==> config.mk <==
export PLATFORM = sky130hd
export DESIGN_NAME = c_lod_drain
export DESIGN_NICKNAME = d
export VERILOG_FILES = /design/src/rtl/c_lod_pkg.sv /design/src/rtl/c_lod_enc.sv /design/src/rtl/c_lod_drain.sv
export SDC_FILE = /design/constraint.sdc
export NUM_CORES = 1
export LEC_CHECK = 0
export ABC_CLOCK_PERIOD_IN_PS = 5000
export CORE_AREA = 2 2 78 80
export CTS_BUF_LIST = sky130_fd_sc_hd__clkbuf_8
export CTS_CLUSTER_DIAMETER = 200
export DETAILED_ROUTE_END_ITERATION = 10
export DIE_AREA = 0 0 80 82
export GPL_TIMING_DRIVEN = 0
export MAX_ROUTING_LAYER = met4
export PLACE_DENSITY = 0.81
export SLEW_MARGIN = 20
export SYNTH_ARGS = -nofsm -noshare
export SYNTH_HDL_FRONTEND = slang
export SYNTH_SLANG_ARGS = --single-unit
==> constraint.sdc <==
create_clock -name clk -period 5 [get_ports clk]
set_input_delay 1.25 -clock clk [delete_from_list [all_inputs] [get_ports clk]]
set_output_delay 1.25 -clock clk [all_outputs]
set_load 0.01 [all_outputs]
==> src/rtl/c_lod_pkg.sv <==
// c_lod_pkg: shared state encoding and index-width helper for the leading-one drain
package c_lod_pkg;
  typedef enum logic {IDLE = 1'b0, DRAIN = 1'b1} state_t;
  function automatic int clogb(input int n);
    return (n <= 1) ? 1 : $clog2(n);
  endfunction
endpackage

==> src/rtl/c_lod_enc.sv <==
// c_lod_enc: leading-one detect (bit 0 first) with binary index and single-bit flag
module c_lod_enc import c_lod_pkg::*; #(
  parameter int width = 32,
  localparam int idx_width = clogb(width)
) (
  input  logic [0:width-1]     vec,
  output logic [0:width-1]     onehot,
  output logic [0:idx_width-1] index,
  output logic                 single
);
  logic [idx_width-1:0] idx;
  always_comb begin
    logic seen;
    seen = 1'b0;
    onehot = '0;
    for (int i = 0; i < width; i++) begin
      onehot[i] = vec[i] & ~seen;
      seen = seen | vec[i];
    end
  end
  always_comb begin
    idx = '0;
    for (int b = 0; b < idx_width; b++)
      for (int i = 0; i < width; i++)
        idx[b] = idx[b] | (onehot[i] & 1'(i >> b));
  end
  assign index = idx;
  assign single = (vec & ~onehot) == '0;
endmodule

==> src/rtl/c_lod_drain.sv <==
// c_lod_drain: loads a request mask and emits its set bits one per handshake, lowest index first
module c_lod_drain import c_lod_pkg::*; #(
  parameter int width = 32,
  localparam int idx_width = clogb(width)
) (
  input  logic                 clk,
  input  logic                 reset,
  input  logic                 flush,
  input  logic                 load_valid,
  output logic                 load_ready,
  input  logic [0:width-1]     load_data,
  output logic                 out_valid,
  input  logic                 out_ready,
  output logic [0:width-1]     out_onehot,
  output logic [0:idx_width-1] out_index,
  output logic                 out_last,
  output logic                 busy
);
  state_t state, nxt_state;
  logic [0:width-1] rem, nxt_rem, oh;
  logic [0:idx_width-1] idx;
  logic single, ld, tk;
  c_lod_enc #(.width(width)) u_enc (.vec(rem), .onehot(oh), .index(idx), .single(single));
  always_ff @(posedge clk or posedge reset) begin
    if (reset) begin
      state <= IDLE;
      rem <= '0;
    end else begin
      state <= nxt_state;
      rem <= nxt_rem;
    end
  end
  // flush wins over both handshakes; a zero vector is swallowed without leaving IDLE
  always_comb begin
    ld = state == IDLE && load_valid && |load_data;
    tk = state == DRAIN && out_ready;
    nxt_state = flush ? IDLE : ld ? DRAIN : (tk && single) ? IDLE : state;
    nxt_rem = flush ? '0 : ld ? load_data : tk ? rem & ~oh : rem;
  end
  always_comb begin
    busy = state == DRAIN;
    load_ready = ~busy;
    out_valid = busy;
    out_onehot = busy ? oh : '0;
    out_index = busy ? idx : '0;
    out_last = busy & single;
  end
endmodule
; ---- Word-level counts from Yosys, hierarchy flattened
; Index checks and enable logic that the tools add are counted.
[word_totals]
ff_bits = 33
inputBits = 37
out_inout_bits = 41
elab_cells = 189
[op_classes]
mux = 8
bitwise_logic = 171
reduce_logical = 8
[ops]
columns = operator, count
row1 = $mux W32, 4
row2 = $or A1 B1 Y1, 105
row3 = $and A1 B1 Y1, 32
row4 = $and A32 B32 Y32, 1
row5 = $logic_not A32 Y1, 1
row6 = $not A1 Y1, 32
row7 = $not A32 Y32, 1
row8 = $reduce_or A32 Y1, 1
row9 = $reduce_bool A3 Y1, 2
row10 = $mux W5, 1
row11 = $logic_and A1 B1 Y1, 4
row12 = $mux W1, 3

; ---- Logic depth before layout (Yosys ltp)
[depth]
word_depth = 39
ltp_mapped = 9
depth_no_buf = 6

; ---- Cells and area by module
; From an unflattened synthesis, not the netlist that was laid out.
[unflattened]
hier_cells = 398
hier_area_um2 = 3169.3
[by_module_without_submodules]
columns = mod, n_inst, cells_per_inst, area_per_inst_um2, seq_area_each_um2
row1 = c_lod_drain, 1, 233, 2182.1, 825.8
row2 = c_lod_enc, 1, 165, 987.2, 0.0

; ---- Least setup slack after synthesis
; OpenSTA, ideal clock, no wires.
[synth_path]
path_kind = register -> output
from = register rem[3] in the netlist's numbering
to = output port out_last
t_arrival_ns = 2.362
slack_ns = 1.388
stages_incl_launch_ff = 10
path_cell_list = dfrtp_1 buf_6 or4_4 buf_6 or4_1 buf_2 a211oi_2 o32ai_1 nor4_2 and3_1
[synth_between]
elab_chain_len = 34
word_cells_on_any_way = 89
cone_classes = bitwise (88) / reduce/logical (1)
[synth_rtl]
columns = element, line_no
row1 = from (decl), c_lod_drain.sv:20  ; logic [0:width-1] rem, nxt_rem, oh;
row2 = from (signal assigned), c_lod_drain.sv:30  ; rem <= nxt_rem;
row3 = $or A1 B1 Y1 (28 in series), c_lod_enc.sv:18  ; seen = seen | vec[i];
row4 = $not A1 Y1, c_lod_enc.sv:17  ; onehot[i] = vec[i] & ~seen;
row5 = $and A1 B1 Y1, c_lod_enc.sv:17
row6 = $not A32 Y32, c_lod_enc.sv:28  ; assign single = (vec & ~onehot) == '0;
row7 = $and A32 B32 Y32 *, c_lod_enc.sv:28
row8 = $logic_not A32 Y1 *, c_lod_enc.sv:28
row9 = $and A1 B1 Y1 *, c_lod_drain.sv:46  ; out_last = busy & single;
row10 = to (decl), c_lod_drain.sv:16  ; output logic out_last,
; Every way passes the cells marked *; elsewhere a longest branch is shown, timed or not.

; ---- Worst setup path after layout
[layout_path]
from = register rem[12] in the netlist's numbering
to = output port out_last
[layout_between]
elab_chain_len = 25
word_cells_on_any_way = 62
cone_classes = bitwise (61) / reduce/logical (1)
[layout_rtl]
columns = element, line_no
row1 = $or A1 B1 Y1 (19 in series), c_lod_enc.sv:18
row2 = $not A1 Y1, c_lod_enc.sv:17
row3 = $and A1 B1 Y1, c_lod_enc.sv:17
row4 = $not A32 Y32, c_lod_enc.sv:28
row5 = $and A32 B32 Y32 *, c_lod_enc.sv:28
row6 = $logic_not A32 Y1 *, c_lod_enc.sv:28
row7 = $and A1 B1 Y1 *, c_lod_drain.sv:46
; Marks and branches as above.

==> flow_summary.yaml <==
grt:
  grt_pass1_wl_um: 15700
  overflow: 0
  grt_usage_pct: 32.4
  antenna_found_initial: 0
  grt_start_max_net_pins: 34
  first_global_vias: 3069
critical_path:
  crit_fanout: 8
  crit_chain: "nor4_4 > nand3_2 > or4_1 > a221o_1 > nor4_2 > and3_1 > clkdlybuf4s50_1"
  cp_data_required_time_ns: 3.75
  startpoint_type: "flop"
  end_kind: "output port"
  critical-path-top-delay-family: "simple AND/OR/NAND/NOR gates"
  slowest_stage: "nor4_4"
  cp_data_arrival_time_ns: 3.66
  worst-path-buf-inv: 1
  slowest_delay_ns: 0.58
  critPathKind: "reg -> out"
sta:
  hold_slack_ns: 0.662
  hold_viol_final: 0
  period_share_pct: 98.2
  max_slew_margin_pct: 51.2
  worst_pin_slew_ns: 0.731
  fmax_ghz: 0.204
  fin_setup_tns_ns: 0
  period_minus_slack_ns: 4.91
  finalSetupViolations: 0
  post-route-worst-setup-slack_ns: 0.0900
  rsz0062_at_grt: "false"
  maxSlewViolCount: 0
  clock_skew_ns: 0.00562
floorplanning:
  die_h_um: 82
  initial_core_util_pct: 48.2
  fp.dieW_um: 80
  rows: 28
  pin_count: 78
  design.die.area_um2: 6560
  core_um2: 5750
finish:
  nets: 491
  final_cells: 529
  num_antenna_cells: 0
  area_growth_pct: 34.2
  drive_above_1_share_pct: 8.15
yosys:
  synth_edf_count: 0
  syn-num-nets: 408
  synth_area_um2: 2770
  yosysWarnings: 0
  synth_cell_types: 57
  yosys-top-cells-count: "nand2_1, a21oi_1, nor2_1, dfrtp_1, clkbuf_1"
  ys_seq_area_share_pct: 29.8
  ys_top_cells_by_area: "dfrtp_1, a21oi_1, nand2_1"
  yosysTopAreaCell: "dfrtp_1"
  ys_ff_latch: 33
  yosys.area.top_type_share_pct: 29.8
  post-synth-top-count-cell: "nand2_1"
  syn_avg_cell_area_um2: 7.47
  synth_cells: 371
  yosys_most_used_dff: "dfrtp_1"
  async_flop_share_pct: 100
placed_design:
  dp_cells: 522
  routabilityCongestion: 0.982
  hpwlAfterDp_um: 7530
  dp_slack_ns: 0.429
  portBuffers: 76
clocking:
  cts_tree: "built"
  cts_num_sinks: 33
  postCtsHoldBufs: 0
  clk_path_buf_depth: 2
  cts_buffers: 5
  cts_htree_levels: 2
  clkTransAtPathRegs_ns: 0.07
  clk_latency_ns: 0.29
  root_buffer: "clkbuf_8"
route:
  drcViolationCount: 0
  avgViaCountPerCell: 6.36
  wl_um: 10000
  drtIter0Drc: 320
  detail-route-antenna-nets: 0
  first_pass_iters: 5
  vias: 3366
  wl_per_cell_um: 19.0
outcome:
  status: "finished, final reports clean"
pwr:
  total_power_mw: 0.861
  ir_drop_uv: 143
  leakage_nw: 1.38
  powerDensity_nw_per_um2: 231
worst_hold_path:
  hold_class: "reg -> reg"
flow_run:
  drv_cap: 0
power by group:
| part | internal, mW | switching (mW) |
|---|---|---|
| registers | 0.283 | 0.0210 |
| clock network | 0.107 | 0.103 |
| logic | 0.140 | 0.206 |
path summary, 6_finish.rpt:
check | slack (ns) | to | start | depth (start not counted)
max | 0.09 | out_last | rem[12] | 7
min | 0.66 | rem[30] | rem[30] | 2
max reg2reg | 2.07 | busy | rem[12] | 6
min reg2reg | 0.66 | rem[30] | rem[30] | 2
max in group asynchronous | 3.14 | busy | reset | 2
min in group asynchronous | 1.40 | rem[0] | reset | 2
what timing repair did:
action / 4_1_cts / 5_1_grt
gates resized for setup: 0 / 1
endpoints found under the setup margin: 0 / 1
buffers inserted: 0 / 0
per-layer routing:
layer  up-vias  global-route usage, %  share of wire, %
li1       1556                      -                 -
met1      1580                   42.2                42
met2       195                   50.0                46
met3        35                   4.95               8.7
met4         0                   14.2               3.4
met5         -                      -                 0
state kept, by name, indices dropped and copies added (netlist names):
signal and cells:
rem 32, busy 1
worst reg2reg max path, stage by stage, from the launching register on:
cell and delay [ns]:
dfrtp_1 0.46, nor4_4 0.59, nand3_2 0.26, or4_1 0.56, a221o_1 0.39, nor4_2 0.34, a41oi_1 0.17
cell families (layout without fill, tap and decap cells):
group | after synthesis | in the layout | synth area share, %
and+or+nand+nor | 185 | 185 | 35.1
AOI/OAI and AO/OA | 109 | 109 | 26.5
DFF | 33 | 33 | 29.8
buffers and inverters | 44 | 127 | 8.62
through the flow:
step	instance area, µm²	utilization, %
after floorplan	2770	-
after global placement	3630	63.1
after detailed placement	3630	63.1
after CTS	3710	64.6
after global routing	3720	64.7
final	3720	64.7
final cells by class:
| type | count | area (µm²) |
|---|---|---|
| fillers | 529 | 2030 |
| clock inverters | 1 | 3.75 |
| repair buffers | 76 | 761 |
| multi-input cells | 294 | 1710 |
| well taps | 75 | 93.8 |
| inverters | 7 | 26.3 |
| plain buffers | 37 | 213 |
| clock buffers | 6 | 82.6 |
| flip-flops and latches | 33 | 826 |
cells in the final DEF, fill, tap and decap left out, types with 4 or more instances in the layout:
master           instances
nor4_1                  14
clkbuf_8                 7
clkdlybuf4s50_1         76
clkbuf_1                21
or4_1                    6
dfrtp_1                 33
nand2_1                 57
or3_1                    4
o211ai_1                16
and3_1                   9
nand3_1                  9
buf_6                    5
o311ai_0                12
nand4_1                  6
nor2_1                  38
nor3_1                  17
buf_4                    6
a21oi_1                 46
o21ai_0                  5
inv_1                    6
Power figures use the tool's default switching activity.
